### src/rtl/alu_issue_ctrl_if.sv
// Issue-side and result-side handshake bundle for alu_issue_ctrl.
// master drives instructions and consumes results; slave is the controller.
interface alu_issue_ctrl_if;
    logic        in_valid;
    logic        in_ready;
    logic [3:0]  in_opcode;
    logic [15:0] in_src_a;
    logic [15:0] in_src_b;
    logic [15:0] in_imm;
    logic        out_valid;
    logic        out_ready;
    logic [15:0] out_result;
    logic        out_branch_taken;
    logic        out_illegal;

    modport master (
        output in_valid, in_opcode, in_src_a, in_src_b, in_imm,
        output out_ready,
        input  in_ready, out_valid, out_result,
        input  out_branch_taken, out_illegal
    );

    modport slave (
        input  in_valid, in_opcode, in_src_a, in_src_b, in_imm,
        input  out_ready,
        output in_ready, out_valid, out_result,
        output out_branch_taken, out_illegal
    );
endinterface

### src/rtl/alu_issue_ctrl.sv
// Single-issue ALU controller: latch and decode one instruction,
// drive the external ALU for one cycle, then hold the result until taken.
module alu_issue_ctrl (
    input  logic            clk,
    input  logic            rst_n,
    alu_issue_ctrl_if.slave bus,
    output logic [15:0]     alu_a,
    output logic [15:0]     alu_b,
    output logic [3:0]      alu_op_type,
    output logic            alu_one_zero,
    input  logic [15:0]     alu_result,
    input  logic            alu_zero,
    output logic [15:0]     op_count
);
    typedef enum logic [1:0] {
        IDLE  = 2'd0,
        ISSUE = 2'd1,
        DONE  = 2'd2
    } state_t;

    state_t      state_q;
    state_t      state_d;
    logic        accept;
    logic        handshake;
    logic [3:0]  dec_type;
    logic        dec_oz;
    logic        dec_imm;
    logic        dec_ill;
    logic        dec_beq;
    logic        dec_bne;
    logic        is_beq;
    logic        is_bne;
    logic        ill_q;
    logic [15:0] result_q;
    logic        taken_q;
    logic        illegal_q;
    logic [15:0] count_q;

    // in_ready is gated by rst_n so it stays low while reset is held
    assign bus.in_ready         = rst_n & (state_q == IDLE);
    assign bus.out_valid        = (state_q == DONE);
    assign bus.out_result       = result_q;
    assign bus.out_branch_taken = taken_q;
    assign bus.out_illegal      = illegal_q;
    assign op_count             = count_q;

    assign accept    = bus.in_valid & bus.in_ready;
    assign handshake = (state_q == DONE) & bus.out_ready;

    always_comb begin
        state_d = state_q;
        unique case (state_q)
            IDLE:    if (accept) state_d = ISSUE;
            ISSUE:   state_d = DONE;
            DONE:    if (bus.out_ready) state_d = IDLE;
            default: state_d = IDLE;
        endcase
    end

    always_comb begin
        dec_type = 4'd6;
        dec_oz   = 1'b0;
        dec_imm  = 1'b0;
        dec_ill  = 1'b0;
        dec_beq  = 1'b0;
        dec_bne  = 1'b0;
        unique case (bus.in_opcode)
            4'd0:  dec_type = 4'd0;
            4'd1:  dec_type = 4'd1;
            4'd2:  dec_type = 4'd2;
            4'd3:  dec_type = 4'd3;
            4'd4:  dec_type = 4'd4;
            4'd5:  dec_type = 4'd5;
            4'd6: begin
                dec_type = 4'd5;
                dec_oz   = 1'b1;
            end
            4'd7: begin
                dec_type = 4'd7;
                dec_imm  = 1'b1;
            end
            4'd8: begin
                dec_type = 4'd8;
                dec_beq  = 1'b1;
            end
            4'd9: begin
                dec_type = 4'd8;
                dec_bne  = 1'b1;
            end
            4'd10:   dec_type = 4'd6;
            default: dec_ill  = 1'b1;
        endcase
    end

    always_ff @(posedge clk or negedge rst_n) begin
        if (!rst_n) state_q <= IDLE;
        else        state_q <= state_d;
    end

    always_ff @(posedge clk or negedge rst_n) begin
        if (!rst_n) begin
            alu_a        <= '0;
            alu_b        <= '0;
            alu_op_type  <= '0;
            alu_one_zero <= 1'b0;
            is_beq       <= 1'b0;
            is_bne       <= 1'b0;
            ill_q        <= 1'b0;
            result_q     <= '0;
            taken_q      <= 1'b0;
            illegal_q    <= 1'b0;
            count_q      <= '0;
        end else begin
            if (accept) begin
                alu_a        <= bus.in_src_a;
                alu_b        <= dec_imm ? bus.in_imm : bus.in_src_b;
                alu_op_type  <= dec_type;
                alu_one_zero <= dec_oz;
                is_beq       <= dec_beq;
                is_bne       <= dec_bne;
                ill_q        <= dec_ill;
            end
            // result side only moves at the closing edge of ISSUE
            if (state_q == ISSUE) begin
                result_q  <= ill_q ? 16'h0000 : alu_result;
                taken_q   <= (is_beq & alu_zero) | (is_bne & ~alu_zero);
                illegal_q <= ill_q;
            end
            if (handshake) count_q <= count_q + 16'd1;
        end
    end
endmodule

### src/flat_wrapper.sv
// flat-port wrapper written by rule: the top's interface ports become plain ports
module alu_issue_ctrl_flat 
  (clk, rst_n, alu_a, alu_b, alu_op_type, alu_one_zero, alu_result, alu_zero, op_count, bus_in_valid, bus_in_opcode, bus_in_src_a, bus_in_src_b, bus_in_imm, bus_out_ready, bus_in_ready, bus_out_valid, bus_out_result, bus_out_branch_taken, bus_out_illegal);
  alu_issue_ctrl_if bus_i ();
  input  logic clk;
  input  logic rst_n;
  output logic [15:0] alu_a;
  output logic [15:0] alu_b;
  output logic [3:0] alu_op_type;
  output logic alu_one_zero;
  input  logic [15:0] alu_result;
  input  logic alu_zero;
  output logic [15:0] op_count;
  input wire logic [$bits(bus_i.in_valid)-1:0] bus_in_valid;
  input wire logic [$bits(bus_i.in_opcode)-1:0] bus_in_opcode;
  input wire logic [$bits(bus_i.in_src_a)-1:0] bus_in_src_a;
  input wire logic [$bits(bus_i.in_src_b)-1:0] bus_in_src_b;
  input wire logic [$bits(bus_i.in_imm)-1:0] bus_in_imm;
  input wire logic [$bits(bus_i.out_ready)-1:0] bus_out_ready;
  output wire logic [$bits(bus_i.in_ready)-1:0] bus_in_ready;
  output wire logic [$bits(bus_i.out_valid)-1:0] bus_out_valid;
  output wire logic [$bits(bus_i.out_result)-1:0] bus_out_result;
  output wire logic [$bits(bus_i.out_branch_taken)-1:0] bus_out_branch_taken;
  output wire logic [$bits(bus_i.out_illegal)-1:0] bus_out_illegal;
  assign bus_i.in_valid = bus_in_valid;
  assign bus_i.in_opcode = bus_in_opcode;
  assign bus_i.in_src_a = bus_in_src_a;
  assign bus_i.in_src_b = bus_in_src_b;
  assign bus_i.in_imm = bus_in_imm;
  assign bus_i.out_ready = bus_out_ready;
  assign bus_in_ready = bus_i.in_ready;
  assign bus_out_valid = bus_i.out_valid;
  assign bus_out_result = bus_i.out_result;
  assign bus_out_branch_taken = bus_i.out_branch_taken;
  assign bus_out_illegal = bus_i.out_illegal;
  alu_issue_ctrl u_core (.clk(clk), .rst_n(rst_n), .bus(bus_i), .alu_a(alu_a), .alu_b(alu_b), .alu_op_type(alu_op_type), .alu_one_zero(alu_one_zero), .alu_result(alu_result), .alu_zero(alu_zero), .op_count(op_count));
endmodule
### config.mk
export PLATFORM = sky130hd
export DESIGN_NAME = alu_issue_ctrl_flat
export DESIGN_NICKNAME = d
export VERILOG_FILES = /design/src/rtl/alu_issue_ctrl_if.sv /design/src/rtl/alu_issue_ctrl.sv /design/src/flat_wrapper.sv
export SDC_FILE = /design/constraint.sdc
export NUM_CORES = 1
export LEC_CHECK = 0
export CELL_PAD_IN_SITES_DETAIL_PLACEMENT = 0
export CELL_PAD_IN_SITES_GLOBAL_PLACEMENT = 2
export CORE_MARGIN = 2
export CORE_UTILIZATION = 27
export CTS_BUF_LIST = sky130_fd_sc_hd__clkbuf_4
export CTS_CLUSTER_DIAMETER = 30
export CTS_CLUSTER_SIZE = 20
export DETAILED_ROUTE_END_ITERATION = 7
export PLACE_DENSITY = 0.89
export SLEW_MARGIN = 10
export SYNTH_ARGS = -nofsm -noshare
export SYNTH_HDL_FRONTEND = slang
export SYNTH_SLANG_ARGS = --single-unit
export TNS_END_PERCENT = 10
### constraint.sdc
create_clock -name clk -period 2.4 [get_ports clk]
set_input_delay 0.48 -clock clk [delete_from_list [all_inputs] [get_ports clk]]
set_output_delay 0.48 -clock clk [all_outputs]
set_load 0.01 [all_outputs]
# ---- After elaboration in Yosys (flattened, before gate mapping)
# Cells that the tools add are included.
# W data, S select, Z words.
dict set report totals {
  ff_bits 76
  input_bits 73
  out_inout_bits 73
  elab_cells 51
}
dict set report op_classes {
  addsub 1
  eq_ne 14
  n_mux 11
  n_bitwise 7
  reduce_logical 6
}
# operator count
set op_table {}
lappend op_table {{$mux W16} 2}
lappend op_table {{$pmux W4 S8} 1}
lappend op_table {{$add A16 B1 Y16 const B} 1}
lappend op_table {{$eq A4 B3 Y1 const B} 4}
lappend op_table {{$eq A4 B4 Y1 const B} 3}
lappend op_table {{$reduce_or A11 Y1} 1}
lappend op_table {{$eq A4 B2 Y1 const B} 2}
lappend op_table {{$pmux W2 S3} 1}
lappend op_table {{$and A1 B1 Y1} 5}
lappend op_table {{$mux W1} 5}
lappend op_table {{$eq A4 B1 Y1 const B} 1}
lappend op_table {{$logic_not A4 Y1} 1}
lappend op_table {{$mux W2} 2}
lappend op_table {{$reduce_or A2 Y1} 2}
lappend op_table {{$eq A2 B1 Y1 const B} 1}
lappend op_table {{$eq A2 B2 Y1 const B} 1}
lappend op_table {{$logic_not A2 Y1} 1}
lappend op_table {{$ne A2 B1 Y1 const B} 1}
lappend op_table {{$ne A2 B2 Y1 const B} 1}
lappend op_table {{$reduce_and A2 Y1} 1}
lappend op_table {{$not A1 Y1} 1}
lappend op_table {{$or A1 B1 Y1} 1}

# ---- Depth between registers and ports, before layout
# Gate-level depths: netlist of the first run.
dict set report logic_depth {
  depth_word 5
  ltp_mapped 6
  depth_no_buf 5
}

# ---- Worst setup path before layout of the first run
# No wires, ideal clock.
dict set report synth_timing {
  path_kind {input port to flip-flop}
  startpoint {input rst_n}
  endpoint {register u_core.alu_op_type[0]}
  setup_time_ns 0.095
  arrival_time_ns 1.488
  required_ns 2.305
  slack_ns 0.816
  path_stages 4
  path_buffers 1
  cell_sequence {nor3b_1 -> nand2_1 -> clkbuf_1 -> o31ai_1}
}
dict set report synth_between {
  elab_chain_len 2
}
# element line_no
set synth_lines {}
lappend synth_lines {{start, declared} flat_wrapper.sv:6} ;# input logic rst_n;
lappend synth_lines {{$and A1 B1 Y1} alu_issue_ctrl.sv:40} ;# assign bus.in_ready = rst_n & (state_q == IDLE);
lappend synth_lines {{$and A1 B1 Y1} alu_issue_ctrl.sv:47} ;# assign accept = bus.in_valid & bus.in_ready;
lappend synth_lines {{end signal, assigned} alu_issue_ctrl.sv:117} ;# alu_op_type <= dec_type;
lappend synth_lines {{end, declared} alu_issue_ctrl.sv:9} ;# output logic [3:0] alu_op_type,
# No other way between the ends.
# A chain may end at the register's enable or synchronous reset.

# ---- Final worst setup path of the first run
dict set report layout_timing {
  startpoint {register u_core.state_q[0]}
  endpoint {output bus_in_ready}
}
dict set report layout_between {
  elab_chain_len 2
}
# element line_no
set layout_lines {}
lappend layout_lines {{start, declared} alu_issue_ctrl.sv:21} ;# state_t state_q;
lappend layout_lines {{start signal, assigned} alu_issue_ctrl.sv:97} ;# else state_q <= state_d;
lappend layout_lines {{$logic_not A2 Y1} alu_issue_ctrl.sv:40}
lappend layout_lines {{$and A1 B1 Y1} alu_issue_ctrl.sv:40}
lappend layout_lines {{end, declared} flat_wrapper.sv:20} ;# output wire logic [$bits(bus_i.in_ready)-1:0] bus_in_ready;
# No other way between the ends.

==> flow_summary.toml, run 1 <==
[setup_path]
crit_path_end_kind = "primary output"
path_buf_inv = 1
path_max_fanout = 4
r2r_slack_ns = 0.77
criticalPathCategory = "reg -> out"
slowest_delay_ns = 0.60
cp_cell_sequence = "nor3b_2, clkdlybuf4s50_1"
critPathLaunchType = "flip-flop"
critPathSlowestCell = "clkdlybuf4s50_1"
cp.arrival_ns = 1.72
critPathTopFamily = "buffers and inverters"
required_ns = 1.92

[clock_tree]
worst_skew_pair.late_latency_ns = 0.41
ctsHtreeMaxLevel = 3
path_clk_slew_ns = 0.13
cts_sinks = 76
cts_tree = "yes"
root_buffer = "clkbuf_4"
cts_buffer_depth = 2
cts_buffers = 9

[worst_hold_path]
hold_class = "in -> async"

[power]
p_per_area_nw_per_um2 = 820
leakage_nw = 2.37
vdd_drop_max_mv = 0.289

[detailed_routing]
ant_nets = 0
routed_wl_mm = 8.34
via_count = 2694
first_iter_violations = 104
routedWlPerCell_um = 13.6
first_pass_iters = 6
vias_per_cell = 4.39
post-route-drc-count = 8

[synth]
synthArstFlopShare = 1.00
yosys_warnings = 0
netlist_area_um2 = 3220
synth_flop_cell = "dfrtp_1"
synth_cells = 318
syn_nets = 392
synth_edf_count = 0
synth.distinct_cells = 33
yosysSeqAreaShare = 0.590
synth-seq-cells = 76
syn_avg_cell_area_um2 = 10.1

[sta]
finalCritPeriodShare = 0.917
finalSetupTns_ns = 0
slew_headroom = 0.341
worst_pin_slew_ns = 0.989
final_hold_viol_count = 0
rsz0062_at_grt = "false"
max_freq_mhz = 454
drv_slew = 0
fin_ws_ns = 0.199
skew_ns = 0.0173
min_period_ns = 2.20
finalSetupViolations = 0

[outcome]
violations = "design-rule violations"
outcome = "finished with violations"

[grt]
grt_pass1_wl_mm = 13.5
antenna_found_initial = 0
overflow = 0
grt_pass1_vias = 2726
grt_max_degree = 77
grt.total_usage = 0.132

[die]
die_height_um = 113
row_count = 39
die_area_um2 = 12800
die_w_um = 113
start_util = 0.280
io_pins = 146
core_area_um2 = 11500

[cells_and_area]
antenna_cells = 0
area_delta_synth_final_pct = 55.6
fillers = 1132
drive_gt1_frac = 0.0679
nets = 540

[placed_design]
portBuffers = 145
place_hpwl_mm = 5.98
pre_cts_ws_ns = 0.272
gp_congestion = 0.723

[job]
drv_cap = 0
==> registers in the layout, summed over array words and instances (netlist names) <==
| name | cells |
|---|---|
| u_core.alu_one_zero | 1 |
| u_core.alu_a | 16 |
| u_core.bus.out_branch_taken | 1 |
| u_core.alu_b | 16 |
| u_core.ill_q | 1 |
| u_core.bus.out_illegal | 1 |
| u_core.is_beq | 1 |
| u_core.op_count | 16 |
| u_core.alu_op_type | 4 |
| u_core.bus.out_result | 16 |
| u_core.state_q | 2 |
| u_core.is_bne | 1 |
==> cell usage after synthesis (3+ instances only) <==
| master | n | area [µm²] |
|---|---|---|
| and3_1 | 3 | 18.8 |
| clkbuf_1 | 11 | 41.3 |
| dfrtp_1 | 76 | 1900 |
| inv_1 | 4 | 15.0 |
| mux2i_1 | 17 | 170 |
| nand2_1 | 97 | 364 |
| nand2b_1 | 17 | 106 |
| nand3_1 | 9 | 45.0 |
| nor2_1 | 6 | 22.5 |
| o21ai_0 | 24 | 120 |
| o21ai_1 | 13 | 65.1 |
| o31ai_1 | 3 | 22.5 |
| xnor2_1 | 8 | 70.1 |
| xor2_1 | 7 | 61.3 |
==> layer usage <==
| layer | part of all wire | GRT usage | vias to the layer above |
|---|---|---|---|
| li1 | - | - | 1342 |
| met1 | 0.44 | 0.165 | 1267 |
| met2 | 0.48 | 0.218 | 79 |
| met3 | 0.069 | 0.0482 | 6 |
| met4 | 0.0076 | 0.0333 | 0 |
| met5 | 0 | 0 | - |
==> worst paths after layout <==
| path | start | to | cells after the start |
|---|---|---|---|
| worst max-delay path | u_core.state_q[0] | bus_in_ready | 2 |
| worst min-delay path | rst_n | u_core.alu_a[3] | 2 |
| worst max register to register | u_core.op_count[0] | u_core.op_count[10] | 5 |
| worst min register to register | u_core.op_count[15] | u_core.op_count[15] | 1 |
| max in group asynchronous | rst_n | u_core.op_count[7] | 2 |
| min in group clk | u_core.op_count[15] | u_core.op_count[15] | 1 |
==> metrics by stage <==
stage,utilization,cell area (µm²),power [mW],hold WS [ns],cells
after floorplan,-,3220,2.28,0.184,318
after global placement,0.419,4820,3.14,0.459,598
after detailed placement,0.419,4820,3.17,0.461,598
after CTS,0.435,5010,4.20,0.326,614
after global routing,0.435,5010,4.38,0.362,614
final,0.435,5010,4.11,0.312,614
==> cells in the final DEF, fill, tap and decap left out, types with 2 or more instances in the layout <==
cell type,count
bufinv_16,3
o31ai_1,3
nand2_1,96
a21oi_1,2
clkinv_2,2
o21ai_0,24
dfrtp_1,76
and3_1,3
nand2b_1,17
xnor2_1,8
mux2i_1,17
clkbuf_4,11
mux2_2,2
nand3_1,9
and4_1,2
o21ai_1,13
buf_4,8
nor2_1,6
inv_1,4
xor2_1,7
clkdlybuf4s50_1,144
==> report_power, final <==
group	leakage (nW)	switching (mW)	internal (mW)
clock network	0.101	0.448	0.549
registers	0.968	0.207	1.58
logic	1.30	0.543	0.785
total	2.37	1.20	2.91
==> layout make-up <==
| class | instances | area, µm² | area share |
|---|---|---|---|
| sequential | 76 | 1900 | 0.379 |
| multi-input combinational | 222 | 1230 | 0.245 |
| timing repair buffer | 152 | 1500 | 0.299 |
| clock inverter | 5 | 100 | 0.0200 |
| clock buffer | 11 | 82.6 | 0.0165 |
| tap | 143 | 179 | 0.0357 |
| inverter | 5 | 18.8 | 0.00374 |
==> timing repair <==
action	CTS	global route
setup buffers	0	0
setup endpoints to repair	1	1
hold endpoints to repair	0	0
hold buffers	0	0
pin swaps	0	0
resized for setup	1	1
gates cloned	0	0
==> kinds of logic after synthesis <==
logic type | after synthesis | share of synthesized area
simple gates | 143 | 0.202
xor+xnor | 15 | 0.0408
buf+inv | 20 | 0.0314
flops | 76 | 0.590
compound gates | 44 | 0.0722
fa+ha+maj | 1 | 0.00388
mux | 19 | 0.0598
No activity file was read; power rests on OpenSTA's default activity.
==> inputs of run 2 (changes only) <==
--- a/config.mk
+++ b/config.mk
@@ -14,6 +14,7 @@
 export CTS_CLUSTER_SIZE = 20
 export DETAILED_ROUTE_END_ITERATION = 7
 export PLACE_DENSITY = 0.89
+export RECOVER_POWER = 100
 export SLEW_MARGIN = 10
 export SYNTH_ARGS = -nofsm -noshare
 export SYNTH_HDL_FRONTEND = slang
==> flow_summary.toml, run 2 (synthesis gave the netlist of run 1 again) <==
[outcome]
outcome = "finished with violations"
violations = "design-rule violations, max-capacitance violations, max-slew violations"

[setup_path]
cp_cell_sequence = "nor3b_2, dlygate4sd3_1"
cp.arrival_ns = 1.77
critPathTopFamily = "buffers and inverters"
ff2ff_path_depth = 4
required_ns = 1.92
critPathSlowestCell = "dlygate4sd3_1"
r2r_start = "u_core.state_q[1]"
path_max_fanout = 4
critPathLaunchType = "flip-flop"
r2r_slack_ns = 0.39
rr_endpoint = "u_core.bus.out_result[3]"
criticalPathCategory = "reg -> out"
path_buf_inv = 1
crit_path_end_kind = "primary output"
slowest_delay_ns = 0.65

[die]
die_area_um2 = 12800
die_height_um = 113
die_w_um = 113
io_pins = 146
start_util = 0.280
core_area_um2 = 11500
row_count = 39

[grt]
grt_pass1_wl_mm = 13.5
grt_max_degree = 77
grt_pass1_vias = 2726
antenna_found_initial = 0
grt.total_usage = 0.132
overflow = 0

[detailed_routing]
via_count = 2707
ant_nets = 0
routedWlPerCell_um = 13.5
first_iter_violations = 87
vias_per_cell = 4.41
post-route-drc-count = 8
first_pass_iters = 6
routed_wl_mm = 8.31

[placed_design]
pre_cts_ws_ns = 0.272
place_inst = 598
gp_congestion = 0.723
place_hpwl_mm = 5.98
portBuffers = 145

[worst_hold_path]
hold_class = "reg -> reg"
whs_endpoint = "u_core.op_count[15]"
worstHoldStart = "u_core.op_count[15]"
holdPathStages = 1

[sta]
finalCritPeriodShare = 0.939
fin_ws_ns = 0.146
slew_headroom = -0.284
finalSetupViolations = 0
finalSetupTns_ns = 0
min_period_ns = 2.25
rsz0062_at_grt = "false"
drv_slew = 77
whs_ns = 0.472
worst_pin_slew_ns = 1.93
final_hold_viol_count = 0
max_freq_mhz = 444
skew_ns = 0.0175

[clock_tree]
cts_sinks = 76
cts_tree = "yes"
postCtsHoldBufs = 0
root_buffer = "clkbuf_4"
cts_buffer_depth = 2
post_cts_buffers = 0
ctsHtreeMaxLevel = 3
worst_skew_pair.late_latency_ns = 0.41
cts_buffers = 9
path_clk_slew_ns = 0.12

[power]
vdd_drop_max_mv = 0.278
leakage_nw = 2.48
power_mw = 3.97
p_per_area_nw_per_um2 = 795

[cells_and_area]
area_delta_synth_final_pct = 55.0
antenna_cells = 0
final_cell_mix = "96 x nand2_1, 76 x dfrtp_1, 73 x dlygate4sd3_1"
drive_gt1_frac = 0.0616
nets = 540
layout_commonest_cell = "nand2_1"
fillers = 1137
finalNonFillerCells = 614

[job]
drv_cap = 1
## run 2: cell types whose count changed in the layout (fill, tap and decap cells not counted), sizes merged
cell / delta
clkdlybuf4s50: -73
clkbuf: +5
buf: -5
dlygate4sd3: +73
## run 2: how the worst max path moves through the flow
| stage | start | end | cells past startpoint |
|---|---|---|---|
| finish | u_core.state_q[0] | bus_in_ready | 2 |
| detailed placement | bus_in_opcode[0] | u_core.alu_b[5] | 6 |
| global route | u_core.state_q[0] | bus_in_ready | 2 |
| floorplan | rst_n | u_core.alu_op_type[0] | 4 |
| CTS | u_core.state_q[1] | bus_out_valid | 3 |
| global placement | bus_in_opcode[0] | u_core.alu_b[4] | 6 |
## run 2: timing repair
| action | CTS | global route |
|---|---|---|
| resized for setup | 1 | 1 |
| cloned | 0 | 0 |
| endpoints found under the setup margin | 1 | 1 |
## run 2: metrics by stage
stage	util	area, µm²
2_1_floorplan	-	3220
3_3_place_gp	0.419	4820
3_5_place_dp	0.419	4820
4_1_cts	0.435	5010
5_1_grt	0.434	5000
6_report	0.434	5000
## run 2: layout make-up
cell class              count  area [µm²]  area share
repair buffers            152        1490       0.298
clock inverters             5         100      0.0200
well taps                 143         179      0.0358
flip-flops and latches     76        1900       0.381
clock buffers              11        82.6      0.0165
multi-input cells         222        1230       0.245
inverters                   5        18.8     0.00376
## run 2: where the power goes
part / internal (mW) / switching (mW)
clock network: 0.549 / 0.446
registers: 1.58 / 0.193
logic: 0.666 / 0.539
total: 2.79 / 1.18
## run 2: metal layers
| layer | up-vias | routed length [µm] | global-route usage |
|---|---|---|---|
| met1 | 1272 | 3650 | 0.165 |
| met2 | 80 | 4000 | 0.218 |
| met4 | 0 | 80 | 0.0333 |
| met3 | 9 | 578 | 0.0482 |
| met5 | - | 0 | 0 |
| li1 | 1346 | - | - |
